**config.mk**
```make
export PLATFORM = sky130hd
export DESIGN_NAME = fsm_stim_player_flat
export DESIGN_NICKNAME = d
export VERILOG_FILES = /design/src/rtl/fsm_stim_player_if.sv /design/src/rtl/fsm_stim_player.sv /design/src/flat_wrapper.sv
export SDC_FILE = /design/constraint.sdc
export NUM_CORES = 1
export LEC_CHECK = 0
export BUFFER_PORTS_ARGS = -buffer_cell sky130_fd_sc_hd__buf_4
export CORE_UTILIZATION = 25
export CTS_BUF_LIST = sky130_fd_sc_hd__clkbuf_16
export CTS_CLUSTER_DIAMETER = 40
export CTS_CLUSTER_SIZE = 12
export DETAILED_ROUTE_END_ITERATION = 10
export SLEW_MARGIN = 20
export SYNTH_ARGS = -nofsm -noshare
export SYNTH_HDL_FRONTEND = slang
export SYNTH_SLANG_ARGS = --single-unit
```
**constraint.sdc**
```tcl
create_clock -name clk -period 2.7 [get_ports clk]
set_input_delay 0.405 -clock clk [delete_from_list [all_inputs] [get_ports clk]]
set_output_delay 0.405 -clock clk [all_outputs]
set_load 0.05 [all_outputs]
```
**src/rtl/fsm_stim_player_if.sv**
```systemverilog
// Bus bundle for fsm_stim_player: vector loading, playback control, and the
// stimulus/response pins of the FSM under control.
interface fsm_stim_player_if #(
  parameter int IN_LEN  = 8,
  parameter int DEPTH   = 131,
  parameter int OUT_LEN = 19
);
  localparam int CNT_W = $clog2(DEPTH + 1);

  logic               ld_en;
  logic [IN_LEN:0]    ld_data;
  logic               clr;
  logic               start;
  logic               abort;
  logic [OUT_LEN-1:0] dut_out;
  logic               dut_rst;
  logic [IN_LEN-1:0]  dut_in;
  logic [CNT_W-1:0]   vec_cnt;
  logic               full;
  logic               busy;
  logic               done;
  logic [OUT_LEN-1:0] sig;

  modport master (
    output ld_en, ld_data, clr, start, abort, dut_out,
    input  dut_rst, dut_in, vec_cnt, full, busy, done, sig
  );

  modport slave (
    input  ld_en, ld_data, clr, start, abort, dut_out,
    output dut_rst, dut_in, vec_cnt, full, busy, done, sig
  );
endinterface

```
**src/rtl/fsm_stim_player.sv**
```systemverilog
// Stores {fsm_rst, fsm_in} vectors and replays them one per cycle into an FSM.
// Define FSM_STIM_SIG_EN to build the rotate-XOR output signature on sig.
module fsm_stim_player #(
  parameter int IN_LEN  = 8,
  parameter int DEPTH   = 131,
  parameter int OUT_LEN = 19
) (
  input logic               clk,
  input logic               rst,
  fsm_stim_player_if.slave  bus
);
  localparam int CNT_W = $clog2(DEPTH + 1);
  localparam int AW    = (DEPTH > 1) ? $clog2(DEPTH) : 1;

  typedef enum logic [1:0] {S_IDLE, S_PLAY, S_DRAIN, S_DONE} state_t;

  state_t            state_q, state_d;
  logic [CNT_W-1:0]  vec_cnt_q, vec_cnt_d;
  logic [CNT_W-1:0]  rd_ptr_q, rd_ptr_d;
  logic              dut_rst_q, dut_rst_d;
  logic [IN_LEN-1:0] dut_in_q, dut_in_d;
  logic              busy_q, busy_d;
  logic              done_q, done_d;
  logic              wr_en;
  logic              full_w;
  logic [IN_LEN:0]   rd_vec;

  logic [IN_LEN:0]   mem [DEPTH];

  assign full_w = (vec_cnt_q == CNT_W'(DEPTH));
  assign rd_vec = mem[rd_ptr_q[AW-1:0]];

  always_comb begin
    state_d   = state_q;
    vec_cnt_d = vec_cnt_q;
    rd_ptr_d  = rd_ptr_q;
    dut_rst_d = 1'b1;
    dut_in_d  = '0;
    wr_en     = 1'b0;
    case (state_q)
      S_IDLE: begin
        // start outranks clr, and clr outranks ld_en
        if (bus.start) begin
          rd_ptr_d = '0;
          state_d  = (vec_cnt_q != '0) ? S_PLAY : S_DONE;
        end else if (bus.clr) begin
          vec_cnt_d = '0;
        end else if (bus.ld_en && !full_w) begin
          wr_en     = 1'b1;
          vec_cnt_d = vec_cnt_q + 1'b1;
        end
      end
      S_PLAY: begin
        if (bus.abort) begin
          state_d  = S_IDLE;
          rd_ptr_d = '0;
        end else begin
          {dut_rst_d, dut_in_d} = rd_vec;
          rd_ptr_d = rd_ptr_q + 1'b1;
          if (rd_ptr_q == vec_cnt_q - 1'b1) state_d = S_DRAIN;
        end
      end
      S_DRAIN: begin
        state_d  = bus.abort ? S_IDLE : S_DONE;
        rd_ptr_d = '0;
      end
      default: state_d = S_IDLE;
    endcase
    busy_d = (state_d == S_PLAY) || (state_d == S_DRAIN);
    done_d = (state_d == S_DONE);
  end

  always_ff @(posedge clk or posedge rst) begin
    if (rst) begin
      state_q   <= S_IDLE;
      vec_cnt_q <= '0;
      rd_ptr_q  <= '0;
      dut_rst_q <= 1'b1;
      dut_in_q  <= '0;
      busy_q    <= 1'b0;
      done_q    <= 1'b0;
    end else begin
      state_q   <= state_d;
      vec_cnt_q <= vec_cnt_d;
      rd_ptr_q  <= rd_ptr_d;
      dut_rst_q <= dut_rst_d;
      dut_in_q  <= dut_in_d;
      busy_q    <= busy_d;
      done_q    <= done_d;
    end
  end

  // Vector store has no reset; its contents are only meaningful below vec_cnt.
  always_ff @(posedge clk) begin
    if (wr_en) mem[vec_cnt_q[AW-1:0]] <= bus.ld_data;
  end

`ifdef FSM_STIM_SIG_EN
  logic [OUT_LEN-1:0] sig_q, sig_d;

  function automatic logic [OUT_LEN-1:0] rotl1(input logic [OUT_LEN-1:0] v);
    return {v[OUT_LEN-2:0], v[OUT_LEN-1]};
  endfunction

  // The first PLAY edge is skipped so each playback captures exactly vec_cnt samples.
  always_comb begin
    sig_d = sig_q;
    if (state_q == S_IDLE && bus.start && vec_cnt_q != '0)
      sig_d = '0;
    else if (!bus.abort && ((state_q == S_PLAY && rd_ptr_q != '0) || state_q == S_DRAIN))
      sig_d = rotl1(sig_q) ^ bus.dut_out;
  end

  always_ff @(posedge clk or posedge rst) begin
    if (rst) sig_q <= '0;
    else     sig_q <= sig_d;
  end

  assign bus.sig = sig_q;
`else
  assign bus.sig = '0;
`endif

  assign bus.dut_rst = dut_rst_q;
  assign bus.dut_in  = dut_in_q;
  assign bus.vec_cnt = vec_cnt_q;
  assign bus.full    = full_w;
  assign bus.busy    = busy_q;
  assign bus.done    = done_q;
endmodule
```
**src/flat_wrapper.sv**
```systemverilog
// flat-port wrapper written by rule: the top's interface ports become plain ports
module fsm_stim_player_flat 
#(
  parameter int IN_LEN  = 8,
  parameter int DEPTH   = 131,
  parameter int OUT_LEN = 19
)
  (clk, rst, bus_ld_en, bus_ld_data, bus_clr, bus_start, bus_abort, bus_dut_out, bus_dut_rst, bus_dut_in, bus_vec_cnt, bus_full, bus_busy, bus_done, bus_sig);
  fsm_stim_player_if #(.IN_LEN(IN_LEN), .DEPTH(DEPTH), .OUT_LEN(OUT_LEN)) bus_i ();
  input logic clk;
  input logic rst;
  input wire logic [$bits(bus_i.ld_en)-1:0] bus_ld_en;
  input wire logic [$bits(bus_i.ld_data)-1:0] bus_ld_data;
  input wire logic [$bits(bus_i.clr)-1:0] bus_clr;
  input wire logic [$bits(bus_i.start)-1:0] bus_start;
  input wire logic [$bits(bus_i.abort)-1:0] bus_abort;
  input wire logic [$bits(bus_i.dut_out)-1:0] bus_dut_out;
  output wire logic [$bits(bus_i.dut_rst)-1:0] bus_dut_rst;
  output wire logic [$bits(bus_i.dut_in)-1:0] bus_dut_in;
  output wire logic [$bits(bus_i.vec_cnt)-1:0] bus_vec_cnt;
  output wire logic [$bits(bus_i.full)-1:0] bus_full;
  output wire logic [$bits(bus_i.busy)-1:0] bus_busy;
  output wire logic [$bits(bus_i.done)-1:0] bus_done;
  output wire logic [$bits(bus_i.sig)-1:0] bus_sig;
  assign bus_i.ld_en = bus_ld_en;
  assign bus_i.ld_data = bus_ld_data;
  assign bus_i.clr = bus_clr;
  assign bus_i.start = bus_start;
  assign bus_i.abort = bus_abort;
  assign bus_i.dut_out = bus_dut_out;
  assign bus_dut_rst = bus_i.dut_rst;
  assign bus_dut_in = bus_i.dut_in;
  assign bus_vec_cnt = bus_i.vec_cnt;
  assign bus_full = bus_i.full;
  assign bus_busy = bus_i.busy;
  assign bus_done = bus_i.done;
  assign bus_sig = bus_i.sig;
  fsm_stim_player #(.IN_LEN(IN_LEN), .DEPTH(DEPTH), .OUT_LEN(OUT_LEN)) u_core (.clk(clk), .rst(rst), .bus(bus_i));
endmodule
```
==> parameters.txt <==
Parameter                              Value

Route
  Total length of routed wires    118400 µm
  Antenna Nets Post-Route    0
  Ratio of routed vias to standard cells    4.500
  Via count of the routed design    24390
  Total DRC errors in the routed layout    0
  Average detailed-routed wire length per instance    21.85 µm
  Number of DRC markers in iteration 0    2582
  DR pass1 iterations    7

Pwr
  Total leakage power    18.49 nW
  Worst vdd ir    0.0005178 V
  Post-layout power    0.05141 W
  Total power density per cell area    873.0 nW/µm²

Placement
  DP HPWL    73760 µm
  DP Cell Count    5133
  GPL Wtd Cong    0.8595
  Port Buf Inserts    34
  DP Worst Slack    -0.2078 ns

Synth
  Number of synthesized register bits    1208
  Number of flops mapped to enable cells by yosys    1179
  Area fraction of the dominant cell type after synthesis    74.22%
  Cell area after synthesis    47700 µm²
  Synth Instances    2421
  Largest cells by area after synthesis    sky130_fd_sc_hd__edfxtp_1, sky130_fd_sc_hd__mux4_2, sky130_fd_sc_hd__mux2i_1, sky130_fd_sc_hd__dfrtp_1, sky130_fd_sc_hd__nor2_1
  Synth warnings    0
  Cell accounting for the most synthesized area    sky130_fd_sc_hd__edfxtp_1
  Post-synthesis average cell area    19.70 µm²
  Fraction of the yosys area taken by sequential cells    75.74%
  Fraction of synthesis flops using an asynchronous set or reset pin    2.401%
  Most used flip-flop cell after synthesis    sky130_fd_sc_hd__edfxtp_1
  Distinct cell type count of the synthesized netlist    60

Global route
  Total routing usage reported by global routing    12.12%
  M2 GR Usage    19.41%
  Total grt overflow    0
  Largest net degree at the start of global routing    132
  Met3 track demand over resource in global routing    2.378%
  Number of global-route vias before repair    25010
  Peak-usage layer in the global routing report    met2
  Global-route wire length before repair    172700 µm
  Initial antenna violation count    5
  Met1 track utilization from global routing    16.33%

STA
  Minimum setup slack in the final design    -0.005159 ns
  Fin crit period    2.705 ns
  Final worst path period share    100.2%
  Number of hold-slack violations in the final timing report    0
  Post-Route Hold Slack    0.1175 ns
  Transition time of the tightest slew-check pin    0.8260 ns
  Achievable Freq    369.7 MHz
  Setup Total Neg Slack    -0.005159 ns
  Worst slew margin relative to its limit    44.80%
  Final slew viol count    0
  Clock skew after layout    0.03014 ns
  Final setup vio count    1
  Unrepaired setup endpoints after global routing    yes

Die
  Number of primary I/O pins    73
  Initial cell density of the core    25.29%
  Chip Width    438.8 µm
  Total die area    192600 µm²
  Floorplan die height    438.8 µm
  Area of the placeable core    188600 µm²
  Row count    159

Min path
  Kind of path behind the tightest hold check    input port to flop

Final layout
  Number of nets in the finished design    2854
  Filler cell count in the final layout    18120
  Most frequent cells in the layout    sky130_fd_sc_hd__edfxtp_1, sky130_fd_sc_hd__buf_4, sky130_fd_sc_hd__mux2i_1
  Layout cells sized above 1    31.16%
  Most frequent standard cell in the layout excluding fill and tap cells    sky130_fd_sc_hd__edfxtp_1
  Syn-to-layout area delta    23.43%
  Total area of multi-input combinational cells    10980 µm²
  Area used by sequential logic in the layout    36150 µm²
  Final cell count without fillers    5420

Critical path
  Critical path data required time    3.35 ns
  Worst Setup Start Kind    flop
  Sort of element at the end of the critical path    flop
  Highest net fanout along the worst path    7
  WS Path Type    flop to flop
  Data arrival time of the critical path    3.36 ns

Clock tree
  Register clock-pin slew on the reported worst setup and hold paths    0.06 ns
  TritonCTS clock tree    yes
  Number of buffers created by CTS    147
  Clock Sink Count    1208
  Longest Clk Path Bufs    3
  Later-pin clock latency in the skew report    0.75 ns
  Clock Tree Root    sky130_fd_sc_hd__clkbuf_16
  Htree depth    4

Outcome
  Violated checks    negative setup slack
  Result of the run    finished with violations

Flow run
  Number of violations of the max-capacitance limit    0
## per-stage QoR
stage | area [µm²] | util [%]
2_1_floorplan | 47830 | -
3_3_place_gp | 53260 | 28.24
3_5_place_dp | 53260 | 28.24
4_1_cts | 58420 | 30.98
5_1_grt | 58880 | 31.22
6_report | 58880 | 31.22
## final timing paths
kind | start | endpoint | slack (ns) | depth (start not counted)
worst max register to register | u_core.rd_ptr_q[0] | u_core.bus.dut_rst | -0.005 | 8
worst min register to register | u_core.bus.vec_cnt[0] | u_core.bus.vec_cnt[0] | 0.66 | 2
worst min-delay path | bus_ld_data[6] | u_core.mem[17][6] | 0.12 | 1
worst max-delay path | u_core.rd_ptr_q[0] | u_core.bus.dut_rst | -0.005 | 8
min in group asynchronous | rst | u_core.bus.done | 0.36 | 3
max in group asynchronous | rst | u_core.bus.dut_rst | 1.51 | 4
## where the power goes
group          leakage (nW)  total, W  switching, W  internal [W]
Combinational          5.08    0.0110       0.00557       0.00539
Sequential             11.0    0.0208      0.000140        0.0207
Clock                  2.44    0.0196       0.00773        0.0119
Total                  18.5    0.0514        0.0134        0.0380
## cell usage after synthesis (13+ instances only)
library cell,count
sky130_fd_sc_hd__nand2_1,55
sky130_fd_sc_hd__a22oi_1,14
sky130_fd_sc_hd__dfrtp_1,28
sky130_fd_sc_hd__buf_4,44
sky130_fd_sc_hd__clkbuf_1,61
sky130_fd_sc_hd__a211oi_1,16
sky130_fd_sc_hd__buf_2,35
sky130_fd_sc_hd__mux4_2,223
sky130_fd_sc_hd__o31ai_1,22
sky130_fd_sc_hd__nor3_1,17
sky130_fd_sc_hd__o41ai_1,16
sky130_fd_sc_hd__nor2b_1,17
sky130_fd_sc_hd__edfxtp_1,1179
sky130_fd_sc_hd__o22ai_1,53
sky130_fd_sc_hd__o21ai_0,38
sky130_fd_sc_hd__a21oi_1,48
sky130_fd_sc_hd__nor2_1,173
sky130_fd_sc_hd__mux2i_1,231
sky130_fd_sc_hd__buf_1,13
## flip-flops by register name, indices dropped and copies added (netlist names)
register and flops:
u_core.bus.busy 1, u_core.bus.done 1, u_core.bus.dut_in 8, u_core.bus.dut_rst 1
u_core.bus.vec_cnt 8, u_core.mem 1179, u_core.rd_ptr_q 8, u_core.state_q 2
## metal layers
metal / wire, µm / share of wire (%) / vias up
met5: 0 / 0 / -
met4: 3233 / 2.7 / 0
met3: 7147 / 6.0 / 168
met2: 57060 / 48 / 747
met1: 50990 / 43 / 12810
li1: - / - / 10670
## cell families (layout without fill, tap and decap cells)
group	after synthesis	after routing	synth area share (%)
compound gates	234	234	3.218
xor+xnor	10	10	0.2124
fa+ha+maj	6	6	0.1574
buf+inv	170	655	1.957
flops	1208	1208	75.74
mux	463	463	15.59
other cells	1	20	0.007861
simple gates	329	329	3.121
## worst max-delay path, stage by stage, from the launching register on
cell                      delay [ns]
sky130_fd_sc_hd__dfrtp_4        0.54
sky130_fd_sc_hd__buf_12         0.20
sky130_fd_sc_hd__buf_8          0.15
sky130_fd_sc_hd__mux4_2         0.52
sky130_fd_sc_hd__a22oi_2        0.24
sky130_fd_sc_hd__nand2_2        0.13
sky130_fd_sc_hd__a32oi_2        0.23
sky130_fd_sc_hd__nor3_1         0.08
sky130_fd_sc_hd__or4b_1         0.51
## what timing repair did
action	in CTS	in global routing
buffers inserted	3	11
cloned	2	6
hold endpoints to repair	17	0
setup endpoints to repair	10	10
hold buffers	6	0
pin swaps	4	18
resized for setup	30	54
## layout make-up
class / instances / share of cell area [%]
inverters: 6 / 0.03825
multi-input cells: 1061 / 18.64
repair buffers: 390 / 6.311
clock inverters: 109 / 1.934
clock buffers: 150 / 6.375
well taps: 2495 / 5.302
flip-flops and latches: 1208 / 61.39
diodes: 1 / 0.004250
Note: power is estimated with default switching activity, not from simulation.
